===== config.mk =====
export PLATFORM = sky130hd
export DESIGN_NAME = clasificador_secuencial_flat
export DESIGN_NICKNAME = d
export VERILOG_FILES = /design/src/rtl/clasif_pkg.sv /design/src/rtl/clasificador_secuencial_if.sv /design/src/rtl/voto_mayoria.sv /design/src/rtl/clasificador_secuencial.sv /design/src/flat_wrapper.sv
export SDC_FILE = /design/constraint.sdc
export NUM_CORES = 1
export LEC_CHECK = 0
export BUFFER_PORTS_ARGS = -buffer_cell sky130_fd_sc_hd__buf_2
export CAP_MARGIN = 0
export CORE_MARGIN = 4
export CORE_UTILIZATION = 55
export DETAILED_ROUTE_END_ITERATION = 16
export PLACE_DENSITY = 0.86
export SYNTH_ARGS = -nofsm -noshare
export SYNTH_HDL_FRONTEND = slang
export SYNTH_HIERARCHICAL = 1
export SYNTH_SLANG_ARGS = --single-unit

===== constraint.sdc =====
create_clock -name clk -period 9.7 [get_ports clk]
set_input_delay 2.425 -clock clk [delete_from_list [all_inputs] [get_ports clk]]
set_output_delay 2.425 -clock clk [all_outputs]
set_load 0.01 [all_outputs]

===== src/rtl/clasif_pkg.sv =====
// Shared definitions for the sequential coffee-bean grader: grade encodings,
// FSM states and the grading rule applied to the voted sensor bits.
package clasif_pkg;

  localparam logic [1:0] GRADE_BAJA  = 2'b00;
  localparam logic [1:0] GRADE_MEDIA = 2'b01;
  localparam logic [1:0] GRADE_ALTA  = 2'b10;

  typedef enum logic [1:0] {
    IDLE       = 2'd0,
    SAMPLE     = 2'd1,
    EJECT      = 2'd2,
    WAIT_CLEAR = 2'd3
  } state_t;

  // A bean needs both size and weight to leave BAJA; colour lifts it to ALTA.
  function automatic logic [1:0] grade_rule(input logic t, input logic p, input logic c);
    if (!t || !p) return GRADE_BAJA;
    else if (!c)  return GRADE_MEDIA;
    else          return GRADE_ALTA;
  endfunction

endpackage


===== src/rtl/clasificador_secuencial_if.sv =====
// Sensor/actuator bundle between the sensing station, the grader and the sorting gates.
interface clasificador_secuencial_if #(
  parameter int CNT_W = 16
);
  // grade_valid is a one-cycle strobe with no ready: grade is new on the cycle
  // it is high and holds until the next strobe; there is no back-pressure.
  logic             bean_present;
  logic             sensor_tamano;
  logic             sensor_peso;
  logic             sensor_color;
  logic             clear_counts;
  logic             busy;
  logic             grade_valid;
  logic [1:0]       grade;
  logic             eject_baja;
  logic             eject_media;
  logic             eject_alta;
  logic [CNT_W-1:0] cnt_baja;
  logic [CNT_W-1:0] cnt_media;
  logic [CNT_W-1:0] cnt_alta;

  modport master (
    output bean_present, sensor_tamano, sensor_peso, sensor_color, clear_counts,
    input  busy, grade_valid, grade, eject_baja, eject_media, eject_alta,
           cnt_baja, cnt_media, cnt_alta
  );

  modport slave (
    input  bean_present, sensor_tamano, sensor_peso, sensor_color, clear_counts,
    output busy, grade_valid, grade, eject_baja, eject_media, eject_alta,
           cnt_baja, cnt_media, cnt_alta
  );
endinterface


===== src/rtl/voto_mayoria.sv =====
// Single-sensor sample accumulator with threshold vote; the vote includes the
// sample being taken this cycle so the grade can be registered on the last edge.
module voto_mayoria #(
  parameter int SAMPLES = 4,
  parameter int VOTE_TH = 3
) (
  input  logic clk,
  input  logic rst,
  input  logic clr,
  input  logic en,
  input  logic sample,
  output logic vote
);
  localparam int ACC_W = $clog2(SAMPLES + 1);

  logic [ACC_W-1:0] acc;
  logic [ACC_W:0]   sum;

  assign sum  = {1'b0, acc} + {{ACC_W{1'b0}}, (en & sample)};
  assign vote = (sum >= (ACC_W + 1)'(VOTE_TH));

  always_ff @(posedge clk) begin
    if (rst || clr) acc <= '0;
    else if (en)    acc <= sum[ACC_W-1:0];
  end
endmodule


===== src/rtl/clasificador_secuencial.sv =====
// Sequential bean grader: majority-voted sampling window, registered grade,
// timed one-hot ejector pulse and saturating per-grade tallies.
module clasificador_secuencial
  import clasif_pkg::*;
#(
  parameter int SAMPLES      = 4,
  parameter int VOTE_TH      = 3,
  parameter int EJECT_CYCLES = 8,
  parameter int CNT_W        = 16
) (
  input  logic                      clk,
  input  logic                      rst,
  clasificador_secuencial_if.slave  bus,
  output state_t                    state_dbg
);
  if (SAMPLES < 2 || SAMPLES > 15) begin : g_bad_samples
    $error("SAMPLES must be in 2..15");
  end
  if (VOTE_TH < 1 || VOTE_TH > SAMPLES) begin : g_bad_vote_th
    $error("VOTE_TH must be in 1..SAMPLES");
  end
  if (EJECT_CYCLES < 1) begin : g_bad_eject
    $error("EJECT_CYCLES must be at least 1");
  end

  // One counter times both the sampling window and the eject pulse.
  localparam int CYC_MAX = (SAMPLES > EJECT_CYCLES) ? SAMPLES : EJECT_CYCLES;
  localparam int CYC_W   = (CYC_MAX > 1) ? $clog2(CYC_MAX) : 1;

  state_t           state;
  logic [CYC_W-1:0] cyc_cnt;
  logic             vote_t, vote_p, vote_c;
  logic             smp_en, smp_clr, window_done;
  logic [1:0]       next_grade;

  assign smp_en      = (state == SAMPLE);
  assign smp_clr     = (state == IDLE);
  assign window_done = smp_en && (cyc_cnt == CYC_W'(SAMPLES - 1));
  assign next_grade  = grade_rule(vote_t, vote_p, vote_c);
  assign bus.busy    = (state != IDLE);
  assign state_dbg   = state;

  voto_mayoria #(.SAMPLES(SAMPLES), .VOTE_TH(VOTE_TH)) u_voto_t (
    .clk(clk), .rst(rst), .clr(smp_clr), .en(smp_en), .sample(bus.sensor_tamano), .vote(vote_t)
  );
  voto_mayoria #(.SAMPLES(SAMPLES), .VOTE_TH(VOTE_TH)) u_voto_p (
    .clk(clk), .rst(rst), .clr(smp_clr), .en(smp_en), .sample(bus.sensor_peso), .vote(vote_p)
  );
  voto_mayoria #(.SAMPLES(SAMPLES), .VOTE_TH(VOTE_TH)) u_voto_c (
    .clk(clk), .rst(rst), .clr(smp_clr), .en(smp_en), .sample(bus.sensor_color), .vote(vote_c)
  );

  always_ff @(posedge clk) begin
    if (rst) begin
      state           <= IDLE;
      cyc_cnt         <= '0;
      bus.grade_valid <= 1'b0;
      bus.grade       <= GRADE_BAJA;
      bus.eject_baja  <= 1'b0;
      bus.eject_media <= 1'b0;
      bus.eject_alta  <= 1'b0;
      bus.cnt_baja    <= '0;
      bus.cnt_media   <= '0;
      bus.cnt_alta    <= '0;
    end else begin
      bus.grade_valid <= 1'b0;
      case (state)
        IDLE: begin
          cyc_cnt <= '0;
          if (bus.bean_present) state <= SAMPLE;
        end
        SAMPLE: begin
          if (window_done) begin
            state           <= EJECT;
            cyc_cnt         <= '0;
            bus.grade       <= next_grade;
            bus.grade_valid <= 1'b1;
            bus.eject_baja  <= (next_grade == GRADE_BAJA);
            bus.eject_media <= (next_grade == GRADE_MEDIA);
            bus.eject_alta  <= (next_grade == GRADE_ALTA);
          end else begin
            cyc_cnt <= cyc_cnt + CYC_W'(1);
          end
        end
        EJECT: begin
          if (cyc_cnt == CYC_W'(EJECT_CYCLES - 1)) begin
            state           <= WAIT_CLEAR;
            cyc_cnt         <= '0;
            bus.eject_baja  <= 1'b0;
            bus.eject_media <= 1'b0;
            bus.eject_alta  <= 1'b0;
          end else begin
            cyc_cnt <= cyc_cnt + CYC_W'(1);
          end
        end
        WAIT_CLEAR: begin
          if (!bus.bean_present) state <= IDLE;
        end
        default: state <= IDLE;
      endcase

      // Clear has priority over the increment landing on the same edge.
      if (bus.clear_counts) begin
        bus.cnt_baja  <= '0;
        bus.cnt_media <= '0;
        bus.cnt_alta  <= '0;
      end else if (window_done) begin
        if (next_grade == GRADE_BAJA && !(&bus.cnt_baja))
          bus.cnt_baja <= bus.cnt_baja + CNT_W'(1);
        if (next_grade == GRADE_MEDIA && !(&bus.cnt_media))
          bus.cnt_media <= bus.cnt_media + CNT_W'(1);
        if (next_grade == GRADE_ALTA && !(&bus.cnt_alta))
          bus.cnt_alta <= bus.cnt_alta + CNT_W'(1);
      end
    end
  end
endmodule


===== src/flat_wrapper.sv =====
// flat-port wrapper written by rule: the top's interface ports become plain ports
module clasificador_secuencial_flat import clasif_pkg::*;
#(
  parameter int SAMPLES      = 4,
  parameter int VOTE_TH      = 3,
  parameter int EJECT_CYCLES = 8,
  parameter int CNT_W        = 16
)
  (clk, rst, state_dbg, bus_bean_present, bus_sensor_tamano, bus_sensor_peso, bus_sensor_color, bus_clear_counts, bus_busy, bus_grade_valid, bus_grade, bus_eject_baja, bus_eject_media, bus_eject_alta, bus_cnt_baja, bus_cnt_media, bus_cnt_alta);
  clasificador_secuencial_if #(.CNT_W(CNT_W)) bus_i ();
  input  logic clk;
  input  logic rst;
  output state_t state_dbg;
  input wire logic [$bits(bus_i.bean_present)-1:0] bus_bean_present;
  input wire logic [$bits(bus_i.sensor_tamano)-1:0] bus_sensor_tamano;
  input wire logic [$bits(bus_i.sensor_peso)-1:0] bus_sensor_peso;
  input wire logic [$bits(bus_i.sensor_color)-1:0] bus_sensor_color;
  input wire logic [$bits(bus_i.clear_counts)-1:0] bus_clear_counts;
  output wire logic [$bits(bus_i.busy)-1:0] bus_busy;
  output wire logic [$bits(bus_i.grade_valid)-1:0] bus_grade_valid;
  output wire logic [$bits(bus_i.grade)-1:0] bus_grade;
  output wire logic [$bits(bus_i.eject_baja)-1:0] bus_eject_baja;
  output wire logic [$bits(bus_i.eject_media)-1:0] bus_eject_media;
  output wire logic [$bits(bus_i.eject_alta)-1:0] bus_eject_alta;
  output wire logic [$bits(bus_i.cnt_baja)-1:0] bus_cnt_baja;
  output wire logic [$bits(bus_i.cnt_media)-1:0] bus_cnt_media;
  output wire logic [$bits(bus_i.cnt_alta)-1:0] bus_cnt_alta;
  assign bus_i.bean_present = bus_bean_present;
  assign bus_i.sensor_tamano = bus_sensor_tamano;
  assign bus_i.sensor_peso = bus_sensor_peso;
  assign bus_i.sensor_color = bus_sensor_color;
  assign bus_i.clear_counts = bus_clear_counts;
  assign bus_busy = bus_i.busy;
  assign bus_grade_valid = bus_i.grade_valid;
  assign bus_grade = bus_i.grade;
  assign bus_eject_baja = bus_i.eject_baja;
  assign bus_eject_media = bus_i.eject_media;
  assign bus_eject_alta = bus_i.eject_alta;
  assign bus_cnt_baja = bus_i.cnt_baja;
  assign bus_cnt_media = bus_i.cnt_media;
  assign bus_cnt_alta = bus_i.cnt_alta;
  clasificador_secuencial #(.SAMPLES(SAMPLES), .VOTE_TH(VOTE_TH), .EJECT_CYCLES(EJECT_CYCLES), .CNT_W(CNT_W)) u_core (.clk(clk), .rst(rst), .bus(bus_i), .state_dbg(state_dbg));
endmodule

==> impl_results.md, run 1 <==
- Status: finished clean
- Nets: 514
- Syn_area_per_cell: 8.45 µm²
- Die area: 7950 µm²
- GRT overflow: 0
- Fill cells: 583
- Reg clk slew, reported paths: 0.07 ns
- Post-CTS setup buffer count: 0
- CTS Buf Count: 9
- Kind of critical path: input port to register
- Reg-to-Reg End: u_core/bus.cnt_alta[9]
- CTS max path bufs: 2
- HP Class: register to register
- Post-Syn Instances: 429
- Core ar.: 6390 µm²
- Fin. max-slew vios: 0
- VDD IR max: 0.195 mV
- Initial Util: 56.8%
- Worst EP required: 9.97 ns
- Post-route ant nets: 0
- Clock latency at the later pin of the worst-skew pair: 0.34 ns
- Crit Path Max Fanout: 8
- R2R cell count: 12
- First-pass GRT wire length: 15,200 µm
- Worst Setup SP: bus_sensor_color
- Worst path max stage delay: 0.69 ns
- Layout Skew: 0.00531 ns
- Antenna cells: 0
- Maximum operating frequency: 205 MHz
- Hold-fix buffers at CTS: 0
- Starting DRT DRC Count: 295
- CP endpoint kind: register
- Antenna violations before repair: 0
- EDFF count, synth: 0
- R2R Setup Slk: 5.87 ns
- Power per cell area: 149 nW/µm²
- Yosys warnings: 6
- Unrepaired setup endpoints after global routing: false
- Pre-CTS setup slack: 4.50 ns
- Most common cell after layout, fill and taps aside: dfxtp_1
- DRC violations left: 0
- Vias in the first global route: 3,363
- Relative slew slack: 15.2%
- Worst-Margin Slew: 1.26 ns
- H-tree levels: 3
- CTS tree: done
- Pin count of the biggest net entering global routing: 41
- Syn Std Cell Area: 3620 µm²
- Number of setup violations in the final report: 0
- Fin crit share: 50.3%
- P_leak: 1.60 nW
- Area growth, synth to finish: 15.1%
- Crit-path slowest cell: or4_1
- Ports: 64
- Synth async-reset ratio: 0%
- Drt pass-1 iters: 5
- Synth Register Bits: 68
- Top Family by Delay on Critical Path: simple AND/OR/NAND/NOR gates
- # clock sinks: 68
- Clock root buffer master: clkbuf_8
- Setup ws final: 4.82 ns
- Crit path cell chain: buf_2, and2_2, ha_1, ha_1, nand2_1, a21oi_1, o21ai_0, inv_1, or4_1, or4_1, a21oi_1
- Startpoint types: input port
- DR vias: 3,620
- Placer Congestion: 0.868
- Worst path bufs/invs: 2
- Wirelength per Cell: 16.1 µm
- Commonest cells after routing, fill and taps aside: 68 x dfxtp_1, 63 x buf_2, 48 x nand2_1, 44 x a21oi_1, 25 x or4_1
- Crit path to: u_core/bus.cnt_alta[9]
- Number of max-cap violations: 0
- Row Count: 29
- Post-synth top flop: dfxtp_1
- Wirelength, routed: 9190 µm
- Critical path depth: 11
- Layout cell share with drive strength beyond 1: 18.5%
- DIE HEIGHT: 89.2 µm
- Syn Nets: 454
- Vias per cell: 6.35
- Dpl cell area: 3990 µm²
- Worst Path Arrival: 5.15 ns
- Final instance area: 4170 µm²
- Sequential fraction of the synthesis area: 37.6%
- Total power: 0.000621 W
- Post-DP HPWL: 6330 µm
- I/O Buffers: 63
- Library cells used by synthesis: 42
- Chip width: 89.2 µm
- R2R Path Start: u_core/state_dbg[1]
- Final hold vios: 0
- Final worst path period need: 4.88 ns
- GRT Overall Usage: 23.8%
- Setup TNS: 0 ns
- Post-CTS Resized: 0
==> synth_stat cells, types with 2 or more instances <==
cell	instances	share of area [%]
a211oi_1	2	0.41
a21oi_1	44	6.1
a31oi_1	4	0.69
a41o_1	2	0.55
and2_1	2	0.35
and2_2	4	0.83
and3_1	7	1.2
and4_1	12	2.9
buf_2	2	0.28
clkbuf_1	13	1.3
dfxtp_1	68	38
ha_1	18	6.2
inv_1	6	0.62
mux2i_1	15	4.1
nand2_1	48	5.0
nand2b_1	2	0.35
nand3_1	18	2.5
nand4_1	18	3.1
nor2_1	23	2.4
nor2b_1	2	0.35
nor3_1	12	1.7
nor3_2	3	0.83
nor4_1	4	0.69
o211ai_1	3	0.62
o21ai_0	15	2.1
o311ai_0	3	0.73
o31ai_1	21	4.3
o41ai_1	4	0.97
or3_1	15	2.6
or4_1	25	5.2
xor2_1	3	0.73
==> per-stage QoR <==
stage,std cells,utilization [%],hold WS (ns)
6_report,570,65.3,0.459
4_1_cts,570,65.3,0.464
5_1_grt,570,65.3,0.494
3_5_place_dp,555,62.4,0.454
2_1_floorplan,429,-,0.454
3_3_place_gp,555,62.4,0.443
==> report_power, final <==
group          switching, W  internal (W)  total [W]
logic             0.0000667     0.0000402   0.000107
clock network      0.000104      0.000119   0.000223
registers        0.00000630      0.000285   0.000291
==> routing by layer <==
metal  global-route usage [%]  wire (µm)
met1                     29.4       4050
met2                     40.1       4530
met3                     4.42        469
met5                        0          0
met4                     10.7        140
==> cells by family (layout without fill, tap and decap cells) <==
group | after synthesis | after routing | share of synthesized area, %
simple gates | 203 | 203 | 31.9
compound gates | 100 | 100 | 16.9
flops | 68 | 68 | 37.6
buf+inv | 21 | 85 | 2.24
fa+ha+maj | 18 | 18 | 6.21
mux | 16 | 16 | 4.45
xor+xnor | 3 | 3 | 0.725
==> final cells by class <==
class | count | area [µm²] | area share, %
Clock buffer | 14 | 183 | 4.38
Clock inverter | 1 | 5.00 | 0.120
Inverter | 6 | 22.5 | 0.540
Multi-Input combinational cell | 340 | 2180 | 52.3
Sequential cell | 68 | 1360 | 32.6
Tap cell | 77 | 96.3 | 2.31
Timing Repair Buffer | 64 | 323 | 7.74
==> worst min path at each step <==
stage	start	end	cells after the start
after floorplan	u_core/cyc_cnt[0]	u_core/cyc_cnt[0]	2
after global placement	u_core/bus.grade[0]	u_core/bus.grade[0]	2
after detailed placement	u_core/bus.grade[0]	u_core/bus.grade[0]	2
after CTS	u_core/bus.grade[0]	u_core/bus.grade[0]	2
after global routing	u_core/bus.grade[0]	u_core/bus.grade[0]	2
final	u_core/bus.grade[0]	u_core/bus.grade[0]	2
==> registers in the layout, summed over array words and instances, names as in the netlist <==
name,flops
u_core/u_voto_p/acc,3
u_core/bus.cnt_media,16
u_core/bus.grade,2
u_core/bus.cnt_alta,16
u_core/bus.eject_baja,1
u_core/bus.grade_valid,1
u_core/bus.cnt_baja,16
u_core/u_voto_t/acc,3
u_core/u_voto_c/acc,3
u_core/bus.eject_alta,1
u_core/bus.eject_media,1
u_core/cyc_cnt,3
u_core/state_dbg,2
==> worst register-to-register path: stages (launching register included) <==
cell and delay, ns:
dfxtp_1 0.42, inv_1 0.12, ha_1 0.46, and2_2 0.31, ha_1 0.20, ha_1 0.21, nand2_1 0.07, a21oi_1 0.04
o21ai_0 0.35, inv_1 0.24, or4_1 0.69, or4_1 0.51, a21oi_1 0.14
Note: power is estimated with default switching activity, not from simulation.
==> run 2: changes to the inputs <==
Settings changed: CORE_UTILIZATION 55 to 51, PLACE_DENSITY 0.86 to 0.84.
Clock period 9.7 ns to 4.4 ns, I/O delays scaled along.
==> run 2 against run 1 <==
Clock power is 130% higher. First-iteration DRC count is 14% lower. Critical path depth increased by 2. Clock-buffer cell count shrank 2.
==> impl_results.md, run 2 (synthesis results as in run 1) <==
- Drt pass-1 iters: 5
- Placer Congestion: 0.869
- Kind of critical path: register to register
- Biggest regs: u_core/bus.cnt_alta x16, u_core/bus.cnt_baja x16, u_core/bus.cnt_media x16
- Post-DP HPWL: 6460 µm
- CTS tree: done
- Worst path max stage delay: 0.68 ns
- Number of setup violations in the final report: 0
- CTS Buf Count: 9
- Crit Path Max Fanout: 12
- Worst-Margin Slew: 1.25 ns
- Startpoint types: register
- Fin. max-slew vios: 0
- Seq. cell area: 1360 µm²
- Area growth, synth to finish: 16.3%
- Sequential power share: 46.4%
- DR vias: 3,640
- Row Count: 30
- Post-route ant nets: 0
- Clock root buffer master: clkbuf_8
- Maximum operating frequency: 266 MHz
- Initial Util: 53.1%
- I/O Buffers: 63
- Post-CTS Resized: 0
- Final worst path period need: 3.76 ns
- Unrepaired setup endpoints after global routing: false
- Power per cell area: 329 nW/µm²
- Crit path cell chain: inv_1, ha_1, buf_4, and2_2, ha_1, ha_1, nand2_1, a21oi_1, o21ai_0, inv_1, or4_1, or4_1, a21oi_1
- Ports: 64
- Clk pwr share: 36.4%
- Chip width: 92.3 µm
- Vias in the first global route: 3,371
- Fill cells: 612
- Starting DRT DRC Count: 254
- Vias per cell: 6.17
- CP dominant cell by count: ha_1
- Sw frac: 27.4%
- CTS max path bufs: 2
- Crit-path slowest cell: or4_1
- Die area: 8520 µm²
- # clock sinks: 68
- Setup TNS: 0 ns
- Switch Pwr: 0.000380 W
- Antenna cells: 0
- Pre-CTS setup slack: 0.539 ns
- Worst Path Arrival: 4.02 ns
- HP Class: register to register
- CP endpoint kind: register
- Nets: 516
- Core ar.: 6830 µm²
- Layout cell share with drive strength beyond 1: 18.6%
- Commonest cells after routing, fill and taps aside: 68 x dfxtp_1, 63 x buf_2, 48 x nand2_1, 44 x a21oi_1, 25 x or4_1
- Fin crit share: 85.5%
- Post-CTS setup buffer count: 0
- DRC violations left: 0
- Internal Power: 0.00101 W
- H-tree levels: 3
- Hold-fix buffers at CTS: 0
- GRT overflow: 0
- VDD IR max: 0.334 mV
- Layout Skew: 0.00878 ns
- Relative slew slack: 16.2%
- GRT Overall Usage: 21.6%
- Setup ws final: 0.639 ns
- Multi-input gate area: 2180 µm²
- Final hold vios: 0
- Wirelength, routed: 9210 µm
- First-pass GRT wire length: 15,300 µm
- Status: finished clean
- Worst EP required: 4.66 ns
- Wirelength per Cell: 15.6 µm
- Reg clk slew, reported paths: 0.07 ns
- P_leak: 1.61 nW
- Most common cell after layout, fill and taps aside: dfxtp_1
- Clock latency at the later pin of the worst-skew pair: 0.34 ns
- Number of max-cap violations: 0
- DIE HEIGHT: 92.3 µm
- Comb power frac: 17.2%
- Antenna violations before repair: 0
- Pin count of the biggest net entering global routing: 41
-- run 2: layout make-up --
| cell class | count | share of cell area, % |
|---|---|---|
| clock buffers | 12 | 3.68 |
| clock inverters | 2 | 0.831 |
| inverters | 6 | 0.534 |
| multi-input cells | 340 | 51.8 |
| flip-flops and latches | 68 | 32.3 |
| well taps | 96 | 2.85 |
| repair buffers | 66 | 8.02 |
-- run 2: power groups by stage --
stage	clock (W)	sequential [W]	combinational, W
after floorplan	0	0.000659	0.000167
after global routing	0.000543	0.000645	0.000266
after detailed placement	0	0.000657	0.000238
after global placement	0	0.000655	0.000227
final	0.000505	0.000643	0.000239
after CTS	0.000515	0.000643	0.000239
-- run 2: final timing paths --
path | endpoint | slack (ns) | depth (start not counted) | start
worst max register to register | u_core/bus.cnt_alta[9] | 0.64 | 13 | u_core/state_dbg[1]
worst min-delay path | u_core/bus.eject_media | 0.47 | 2 | u_core/bus.eject_media
worst max-delay path | u_core/bus.cnt_alta[9] | 0.64 | 13 | u_core/state_dbg[1]
worst min register to register | u_core/bus.eject_media | 0.47 | 2 | u_core/bus.eject_media
-- run 2: per-stage QoR --
step                total power [W]  hold WS, ns  cell area, µm²  utilization (%)  instances
floorplan                  0.000826        0.454            3620                -        429
global route                0.00145        0.501            4210             61.7        590
global placement           0.000882        0.453            4020             58.9        576
detailed placement         0.000895        0.454            4020             58.9        576
finish                      0.00139        0.473            4210             61.7        590
CTS                         0.00140        0.471            4210             61.7        590
-- run 2: worst max-delay path, delay by kind of cell, from the launching register on --
kind	cells	cell delay, ns
DFF	1	0.41
AOI/OAI and AO/OA	3	0.61
adders and majority gates	3	0.73
and+or+nand+nor	4	1.47
buffers and inverters	3	0.45
-- run 2: metal layers --
metal / part of all wire, % / GRT usage [%] / vias to the layer above
met2: 50 / 37.5 / 135
met3: 5.7 / 4.96 / 16
li1: - / - / 1778
met4: 1.3 / 7.55 / 0
met5: 0 / 0 / -
met1: 43 / 26.1 / 1711
==> run 3: changes to the inputs <==
Settings changed: CELL_PAD_IN_SITES_DETAIL_PLACEMENT set to 1, CELL_PAD_IN_SITES_GLOBAL_PLACEMENT set to 2, CORE_UTILIZATION 51 to 30, PLACE_DENSITY 0.84 to 0.83.
==> run 3 against run 2 <==
Worst hold slack gained 0.0030 ns. Final area grew 2.9%. Non-clock buffer count grew 1. Die area grew 63%. Register-to-register slack gained 0.08 ns. Clock power grew 26%. Routed wire length grew 17%. Critical path type unchanged. Critical endpoint unchanged.
==> impl_results.md, run 3 (synthesis results as in run 1) <==
- Worst EP required: 4.66 ns
- Final Hold Slack: 0.476 ns
- Grt met1 use: 19.0%
- Wirelength per Cell: 17.0 µm
- Unrepaired setup endpoints after global routing: false
- Most Crowded Layer GR: met2
- Post-DP HPWL: 7800 µm
- Met3 usage: 4.57%
- Top Family by Delay on Critical Path: simple AND/OR/NAND/NOR gates
- Status: finished clean
- Number of setup violations in the final report: 0
- Final worst path period need: 3.68 ns
- Wirelength, routed: 10,800 µm
- Antenna violations before repair: 0
- Pin count of the biggest net entering global routing: 41
- Crit path cell chain: inv_1, ha_1, and2_2, ha_1, ha_1, nand2_1, a21oi_1, o21ai_0, nand4_2, or4_1, or4_1, a21oi_1
- Clock latency at the later pin of the worst-skew pair: 0.33 ns
- P_leak: 1.63 nW
- Area growth, synth to finish: 19.6%
- First-pass GRT wire length: 18,100 µm
- Die area: 13,900 µm²
- Layout cell share with drive strength beyond 1: 18.3%
- Antenna cells: 0
- Setup TNS: 0 ns
- Fill cells: 1,416
- CP dominant cell by count: ha_1
- Worst-Margin Slew: 1.23 ns
- Row Count: 39
- Worst Path Arrival: 3.93 ns
- Placer Congestion: 0.735
- DR vias: 3,618
- Biggest regs: u_core/bus.cnt_alta x16, u_core/bus.cnt_baja x16, u_core/bus.cnt_media x16
- Crit-path slowest cell: or4_1
- Nets: 517
- Hold-fix buffers at CTS: 0
- GRT Overall Usage: 15.7%
- Chip width: 118 µm
- DRC violations left: 0
- Most common cell after layout, fill and taps aside: dfxtp_1
- Dpl cell area: 4090 µm²
- I/O Buffers: 63
- Setup ws final: 0.723 ns
- Number of max-cap violations: 0
- Starting DRT DRC Count: 180
- Reg clk slew, reported paths: 0.05 ns
- Final hold vios: 0
- Drt pass-1 iters: 4
- Fin. max-slew vios: 0
- H-tree levels: 3
- Pre-CTS setup slack: 0.497 ns
- Startpoint types: register
- Kind of critical path: register to register
- Vias per cell: 5.69
- Post-CTS setup buffer count: 0
- Ports: 64
- Final instance area: 4340 µm²
- CP endpoint kind: register
- Worst path max stage delay: 0.67 ns
- Fin crit share: 83.6%
- Final core utilization: 37.3%
- VDD IR max: 0.313 mV
- # clock sinks: 68
- Post-route ant nets: 0
- Power per cell area: 351 nW/µm²
- DIE HEIGHT: 118 µm
- CTS max path bufs: 2
- Relative slew slack: 17.6%
- R2R Setup Slk: 0.72 ns
- Maximum operating frequency: 272 MHz
- Commonest cells after routing, fill and taps aside: 68 x dfxtp_1, 63 x buf_2, 48 x nand2_1, 44 x a21oi_1, 25 x or4_1
- Met2 usage in global routing: 27.1%
- Clock root buffer master: clkbuf_16
- GRT overflow: 0
- Crit Path Max Fanout: 12
- Post-CTS Resized: 0
- Vias in the first global route: 3,668
- Layout Skew: 0.00317 ns
- Initial Util: 31.2%
- Worst path bufs/invs: 1
- HP Class: register to register
- CTS tree: done
- CTS Buf Count: 9
- Core ar.: 11,600 µm²
-- run 3: cell types whose count changed in the layout (fill, tap and decap cells not counted), sizes merged --
| cell | previous run | this run |
|---|---|---|
| buf | 66 | 67 |
| bufinv | 1 | 0 |
| clkinv | 1 | 0 |
-- run 3: final cells by class --
| type | count | area, µm² | share of cell area [%] |
|---|---|---|---|
| Inverter | 6 | 22.5 | 0.519 |
| Timing Repair Buffer | 67 | 345 | 7.96 |
| Sequential cell | 68 | 1360 | 31.4 |
| Multi-Input combinational cell | 340 | 2180 | 50.3 |
| Clock buffer | 12 | 246 | 5.68 |
| Tap cell | 143 | 179 | 4.13 |
-- run 3: layer usage --
metal	vias to the layer above	share of wire [%]
met3	11	4.3
li1	1783	-
met5	-	0
met2	61	49
met4	0	1.1
met1	1763	46
-- run 3: worst min-delay path, delay by kind of cell (launching register included) --
family / cells / cell delay [ns]
AO/OA/AOI/OAI: 1 / 0.05
flip-flops: 1 / 0.31
AND/OR/NAND/NOR: 1 / 0.06
-- run 3: through the flow --
step | power [W] | std cells
final | 0.00152 | 636
after global routing | 0.00161 | 636
after CTS | 0.00155 | 636
after detailed placement | 0.000904 | 624
after global placement | 0.000898 | 624
after floorplan | 0.000826 | 429
-- run 3: final timing paths --
path / startpoint / end / cells past startpoint
max: u_core/state_dbg[1] / u_core/bus.cnt_alta[9] / 12
min: u_core/bus.eject_media / u_core/bus.eject_media / 2
max reg2reg: u_core/state_dbg[1] / u_core/bus.cnt_alta[9] / 12
min reg2reg: u_core/bus.eject_media / u_core/bus.eject_media / 2
-- run 3: where the power goes --
group / internal (W) / switching (W)
clock: 0.000384 / 0.000253
sequential: 0.000629 / 0.0000140
combinational: 0.0000925 / 0.000150
